--- config.mk ---
export PLATFORM = sky130hd
export DESIGN_NAME = c1581_sd_arb
export DESIGN_NICKNAME = d
export VERILOG_FILES = /design/src/rtl/c1581_sd_arb.sv
export SDC_FILE = /design/constraint.sdc
export NUM_CORES = 1
export LEC_CHECK = 0
export CAP_MARGIN = 20
export CORE_MARGIN = 2
export CORE_UTILIZATION = 33
export CTS_CLUSTER_SIZE = 14
export DETAILED_ROUTE_END_ITERATION = 6
export PLACE_DENSITY = 0.76
export RECOVER_POWER = 25
export SYNTH_ARGS = -nofsm -noshare
export SYNTH_HDL_FRONTEND = slang
export SYNTH_SLANG_ARGS = --single-unit
--- constraint.sdc ---
create_clock -name clk_sys -period 1.8 [get_ports clk_sys]
set_clock_uncertainty 0.1 [all_clocks]
set_input_delay 0.36 -clock clk_sys [delete_from_list [all_inputs] [get_ports clk_sys]]
set_output_delay 0.36 -clock clk_sys [all_outputs]
set_load 0.005 [all_outputs]
--- src/rtl/c1581_sd_arb.sv ---
// Round-robin arbiter that funnels up to four drive sector requests onto the
// single host block-device port and routes the host acknowledge/data back.
module c1581_sd_arb #(
    parameter int unsigned NDR = 2
) (
    input  logic                 clk_sys,
    input  logic                 reset,
    input  logic [31:0]          drv_lba      [NDR],
    input  logic [NDR-1:0]       drv_rd,
    input  logic [NDR-1:0]       drv_wr,
    output logic [NDR-1:0]       drv_ack,
    input  logic [7:0]           drv_buff_din [NDR],
    output logic [31:0]          host_lba,
    output logic                 host_rd,
    output logic                 host_wr,
    input  logic                 host_ack,
    output logic [7:0]           host_buff_din,
    output logic [1:0]           sel,
    output logic                 busy
);

    localparam int unsigned LBA_W = 32;
    localparam int unsigned DAT_W = 8;
    localparam int unsigned SEL_W = 2;
    localparam int unsigned MAX_D = 4;

    typedef enum logic [1:0] {
        ST_IDLE,
        ST_REQ,
        ST_XFER,
        ST_DRAIN
    } state_e;

    state_e             state_q, state_d;
    logic [SEL_W-1:0]   sel_q, sel_d;
    logic [SEL_W-1:0]   last_q, last_d;
    logic [LBA_W-1:0]   host_lba_q, host_lba_d;
    logic               host_rd_q, host_rd_d;
    logic               host_wr_q, host_wr_d;
    logic               busy_q, busy_d;

    // Ports padded out to the maximum drive count; absent drives never request.
    logic [MAX_D-1:0]   req4;
    logic [MAX_D-1:0]   wr4;
    logic [LBA_W-1:0]   lba4 [MAX_D];
    logic [DAT_W-1:0]   din4 [MAX_D];

    for (genvar g = 0; g < MAX_D; g++) begin : g_pad
        if (g < NDR) begin : g_real
            assign req4[g] = drv_rd[g] | drv_wr[g];
            assign wr4[g]  = drv_wr[g];
            assign lba4[g] = drv_lba[g];
            assign din4[g] = drv_buff_din[g];
        end else begin : g_none
            assign req4[g] = 1'b0;
            assign wr4[g]  = 1'b0;
            assign lba4[g] = '0;
            assign din4[g] = '0;
        end
    end

    // Round-robin search starting one past the last granted drive.
    logic               found_c;
    logic [SEL_W-1:0]   grant_c;
    logic [SEL_W-1:0]   cand_c;

    always_comb begin
        found_c = 1'b0;
        grant_c = '0;
        cand_c  = '0;
        for (int unsigned o = 1; o <= NDR; o++) begin
            cand_c = SEL_W'((32'(last_q) + o) % NDR);
            if (!found_c && req4[cand_c]) begin
                found_c = 1'b1;
                grant_c = cand_c;
            end
        end
    end

    always_ff @(posedge clk_sys) begin
        if (reset) begin
            state_q    <= ST_IDLE;
            sel_q      <= '0;
            last_q     <= SEL_W'(NDR - 1);
            host_lba_q <= '0;
            host_rd_q  <= 1'b0;
            host_wr_q  <= 1'b0;
            busy_q     <= 1'b0;
        end else begin
            state_q    <= state_d;
            sel_q      <= sel_d;
            last_q     <= last_d;
            host_lba_q <= host_lba_d;
            host_rd_q  <= host_rd_d;
            host_wr_q  <= host_wr_d;
            busy_q     <= busy_d;
        end
    end

    always_comb begin
        state_d    = state_q;
        sel_d      = sel_q;
        last_d     = last_q;
        host_lba_d = host_lba_q;
        host_rd_d  = host_rd_q;
        host_wr_d  = host_wr_q;

        unique case (state_q)
            ST_IDLE: begin
                // A stray acknowledge must finish before any new grant.
                if (host_ack) begin
                    state_d = ST_DRAIN;
                end else if (found_c) begin
                    state_d    = ST_REQ;
                    sel_d      = grant_c;
                    last_d     = grant_c;
                    host_lba_d = lba4[grant_c];
                    host_wr_d  = wr4[grant_c];
                    host_rd_d  = !wr4[grant_c];
                end
            end
            ST_REQ: begin
                if (host_ack) begin
                    state_d   = ST_XFER;
                    host_rd_d = 1'b0;
                    host_wr_d = 1'b0;
                end else if (!req4[sel_q]) begin
                    state_d   = ST_IDLE;
                    host_rd_d = 1'b0;
                    host_wr_d = 1'b0;
                end
            end
            ST_XFER: begin
                if (!host_ack) state_d = ST_IDLE;
            end
            ST_DRAIN: begin
                if (!host_ack) state_d = ST_IDLE;
            end
            default: state_d = ST_IDLE;
        endcase

        busy_d = (state_d != ST_IDLE);
    end

    // Acknowledge routing is combinational so the drive sees host_ack with no delay.
    logic ack_route_c;
    assign ack_route_c = host_ack && ((state_q == ST_REQ) || (state_q == ST_XFER));

    for (genvar g = 0; g < NDR; g++) begin : g_ack
        assign drv_ack[g] = ack_route_c && (sel_q == SEL_W'(g));
    end

    assign host_buff_din = din4[sel_q];
    assign host_lba      = host_lba_q;
    assign host_rd       = host_rd_q;
    assign host_wr       = host_wr_q;
    assign sel           = sel_q;
    assign busy          = busy_q;

endmodule

After elaboration in Yosys (flattened, before gate mapping)

Cells that the tools add are included.

Output and inout port bits: 47
Input port bits: 87
Word-level logic and storage cells: 73
Register bits: 40

Reduce and logical (&&, ||, !) cells: 14
Mux-type cells: 32
Bitwise gates (word level): 5
Add/subtract/negate cells: 2
$lt $le $gt $ge: 6
Equal/unequal tests: 7

Operators with widths:

| operator                                                                     | count |
|---|---|
| 32-bit binary-select mux with 2-bit select                                   | 1 |
| 32-bit 2-to-1 mux                                                            | 2 |
| 8-bit binary-select mux with 2-bit select                                    | 1 |
| 1-bit 2-to-1 mux                                                             | 16 |
| 8-bit 2-to-1 mux                                                             | 2 |
| 2-bit 2-to-1 mux                                                             | 5 |
| 3-bit >= comparator, second input constant                                   | 2 |
| 1-bit by 3-bit less-than comparator with 1-bit output, second input constant | 2 |
| 2-bit by 3-bit less-than comparator with 1-bit output, second input constant | 2 |
| 2-bit NOT with 3-bit output                                                  | 2 |
| 2-bit one-hot mux with 3 select lines                                        | 1 |
| 1-bit binary-select mux with 2-bit select                                    | 2 |
| 2-bit by 1-bit equality test with 1-bit output, second input constant        | 2 |
| 2-bit equality test, second input constant                                   | 2 |
| 1-bit logical AND                                                            | 4 |
| 2-bit logical NOT                                                            | 2 |
| 2-bit != test, second input constant                                         | 2 |
| 1-bit one-hot mux with 2 select lines                                        | 2 |
| 4-bit AND reduction                                                          | 1 |
| 2-bit nonzero test                                                           | 2 |
| 3-bit != test, second input constant                                         | 1 |
| 3-bit AND reduction                                                          | 1 |
| 1-bit adder, second input constant                                           | 2 |
| 1-bit logical NOT                                                            | 2 |
| 4 further kinds                                                              | 5 |

Longest topological paths before layout

Depth in word-level cells: 13
Gate-level depth with buffers: 7
Mapped depth without buffers: 6

Worst setup path after synthesis

Ideal clock, no wire load.

Path type: register to register
Start point: register state_q[0]
End point: register busy_q (netlist: busy)
Stages on the path, launching flop included: 6
Library setup time: 0.058 ns
Path buffers: 0
Arrival time: 1.536 ns
Data required time: 1.642 ns
Clock period less this slack: 1.693 ns
Path slack: 0.107 ns
Cells stage by stage: dfxtp_1 > inv_1 > ha_1 > or4_1 > a211oi_2 > or2_1

Longest elaborated chain between the ends: 4
Elaborated cells between the ends (all ways): 12
Those cells by class: eq/ne (3); mux (6); reduce/logical (3)

RTL lines:

| what                                                              | line | source |
|---|---|---|
| start: declaration                                                | 34   | `state_e state_q, state_d;` |
| start signal: assignment                                          | 90   | `state_q <= state_d;` |
| 2-bit equality test, or another cell as far along                 | 108  | `unique case (state_q)` |
| 2-bit OR reduction (no source line), or another cell as far along | n/a  |  |
| 2-bit one-hot mux with 3 select lines *                           | 108  |  |
| 2-bit nonzero test *                                              | 142  | `busy_d = (state_d != ST_IDLE);` |
| end signal: assignment                                            | 96   | `busy_q <= busy_d;` |
| end: declaration                                                  | 40   | `logic busy_q, busy_d;` |

Every way passes the cells marked *; elsewhere a longest branch is shown, timed or not.
A chain may end at the register's enable or synchronous reset.

Worst setup path in the final report

Start point: register sel_q[0] (netlist: sel[0])
End point: register busy_q (netlist: busy)

Longest elaborated chain between the ends: 6

RTL lines:

| what                                      | line | source |
|---|---|---|
| start: declaration                        | 35   | `logic [SEL_W-1:0] sel_q, sel_d;` |
| start signal: assignment                  | 91   | `sel_q <= sel_d;` |
| 1-bit binary-select mux with 2-bit select | 127  | `end else if (!req4[sel_q]) begin` |
| 1-bit 2-to-1 mux (not written as such)    | 127  |  |
| 2-bit 2-to-1 mux                          | 127  |  |
| 2-bit 2-to-1 mux                          | 123  | `if (host_ack) begin` |
| 2-bit one-hot mux with 3 select lines     | 108  |  |
| 2-bit nonzero test                        | 142  |  |

Every way passes these cells. The select of a mux whose other input is x is not followed.

==> flow_summary.yaml <==
sta:
  fin_crit_sh: 0.985
  rsz0062_at_grt: "yes"
  period_needed_ns: 1.77
  fmax_mhz: 564
  hold_viol_final: 0
  holdWs_ns: 0.268
  tns_ns: 0
  setup_violations: 0
  finalMaxSlewViolations: 0
layout:
  diodes: 0
  synthToLayoutAreaGrowth_pct: 82.0
  fillers: 551
  finalCoreUtilization: 0.618
  nNetsFinal: 490
  drive_gt1_frac: 0.271
  fin_area_mm2: 0.00392
yosys:
  synth_cells: 242
  avgSynthCellArea_um2: 8.91
  synth-async-reset-ratio: 0
  synth_top_area_share: 0.362
  synth.area.top_cells: "dfxtp_1 36%, a311oi_2 22%, nand2_1 12%, nor2_1 6.1%, mux2_2 4.2%"
  mappedNetlistNets: 334
  yosys_register_bits: 39
  synth_flop_cell: "dfxtp_1"
  seq_area_frac_synth: 0.362
  synth_top_area_cell: "dfxtp_1"
  yosys_warnings: 0
  synth_edf_count: 0
  synth_cell_types: 34
  synthesis.area_mm2: 0.00216
worst_setup_path:
  path_cells: "buf_8, buf_6, nor3b_4, or4_4, a211oi_2, or2_1"
  end_kind: "flop"
  required_ns: 1.93
  worst-path-buf-inv: 2
  arrival_ns: 1.91
  max_stage_delay_ns: 0.47
  crit_slowest_cell: "or4_4"
  reg2reg_slack_ns: 0.03
  cp-start-kind: "flop"
  crit_family: "simple AND/OR/NAND/NOR gates"
  path_max_fanout: 7
  worst-setup-path-type: "flop to flop"
grt:
  grt_overflow: 0
  antenna_found_initial: 0
  grt_pass1_wl_um: 11300
  grt.total_usage: 0.191
  grt_max_degree: 23
  grt_pass1_vias: 2330
pwr:
  p_leak_nw: 1.55
  ir_worst_vdd_uv: 459
  cellPowerDensity_mw_per_mm2: 839
clock_tree:
  h-tree-depth: 2
  clkLatencyLatePin_ns: 0.28
  cts.sinks: 39
  clkSlewWorstSetupHoldPaths_ns: 0.08
  cts_tree: "built"
  clockBufferDepth: 2
  cts_buffers: 5
  cts_root_buffer: "clkbuf_8"
  hold_buffers: 0
floorplanning:
  die-height_um: 84.8
  initial_utilization: 0.340
  die_area_mm2: 0.00720
  pin_count: 134
  die_width_um: 84.8
  fp-row-count: 29
  core_mm2: 0.00635
flow_run:
  cap_viol_max_count: 0
routing:
  drcViolationCount: 0
  drtIter0Drc: 65
  first_pass_iters: 4
  via_per_inst: 4.85
  routed_wirelength_um: 6970
  routedWlPerCell_um: 14.6
  num_vias: 2310
  ant_nets: 0
outcome:
  status: "completed"
placement:
  io_buffers: 132
  place_congestion: 0.904
  placed_cell_area_mm2: 0.00373
  hpwl_um: 4950
min_path:
  hp-class: "primary input to flop"
-- cell families (layout without fill, tap and decap cells) --
| group | after synthesis | after routing | synth area share |
|---|---|---|---|
| AND/OR/NAND/NOR | 117 | 117 | 0.230 |
| AO/OA/AOI/OAI | 48 | 48 | 0.275 |
| flip-flops | 39 | 39 | 0.362 |
| buffers and inverters | 24 | 181 | 0.0609 |
| multiplexers | 8 | 8 | 0.0418 |
| adder cells (fa/ha/maj) | 5 | 5 | 0.0290 |
| other | 1 | 1 | 0.00174 |
-- per-layer routing --
metal | routed length [um] | track usage
met5 | 0 | 0
met4 | 21 | 0.0361
met3 | 557 | 0.0623
met2 | 3380 | 0.316
met1 | 3010 | 0.246
-- layout by cell type (no fill, tap or decap), drive strengths merged, types with 3 or more instances in the layout --
cell,instances
a211oi,3
nor2,35
ha,5
mux2,8
inv,4
nand2,67
buf,39
clkbuf,13
a311oi,32
clkdlybuf4s50,98
nand2b,3
a21oi,4
dlygate4sd2,8
dlygate4sd3,18
dfxtp,39
-- cell usage after synthesis, drive strengths merged (3+ instances only) --
cell,instances
a311oi,32
nor2,35
nand2,67
a211oi,3
inv,4
mux2,8
buf,11
dfxtp,39
nand2b,3
clkbuf,9
a21oi,4
ha,5
-- power by group --
group | switching [mW] | internal, mW | total, mW | leakage (nW)
clock | 0.303 | 0.350 | 0.653 | 0.0515
sequential | 0.0831 | 1.02 | 1.11 | 0.324
combinational | 0.657 | 0.876 | 1.53 | 1.18
total | 1.04 | 2.25 | 3.29 | 1.55
-- per-stage QoR --
| stage | setup slack, ns | total power [mW] | instances |
|---|---|---|---|
| 3_3_place_gp | -0.349 | 2.57 | 460 |
| 5_1_grt | -0.0348 | 3.51 | 476 |
| 2_1_floorplan | 0.107 | 1.83 | 242 |
| 6_report | 0.0263 | 3.29 | 476 |
| 3_5_place_dp | -0.373 | 2.61 | 460 |
| 4_1_cts | -0.0433 | 3.33 | 477 |
-- area by class of cell --
cell class,count,area (um^2),share of cell area
inverters,4,15.0,0.00383
flip-flops and latches,39,787,0.201
repair buffers,169,1630,0.415
clock buffers,8,100,0.0255
multi-input cells,179,1300,0.331
well taps,77,96.3,0.0246
-- path summary, 6_finish.rpt --
kind	startpoint	end	depth (start not counted)
setup reg to reg	sel[0]	busy	6
setup / recovery	sel[0]	busy	6
hold / removal	reset	sel[0]	2
hold reg to reg	host_rd	host_rd	2
-- state kept, by name (all words and copies together) (netlist names) --
name,flops
state_q,2
sel,1
host_wr,1
host_rd,1
host_lba,32
busy,1
last_q,1
-- repair_timing --
item                                   4_1_cts  5_1_grt
setup buffers                                8        0
gates cloned                                 1        0
pin swaps                                    5        5
endpoints found under the hold margin        0        0
setup endpoints to repair                   35       24
gates resized for setup                     35       14
Note: power is estimated with default switching activity, not from simulation.
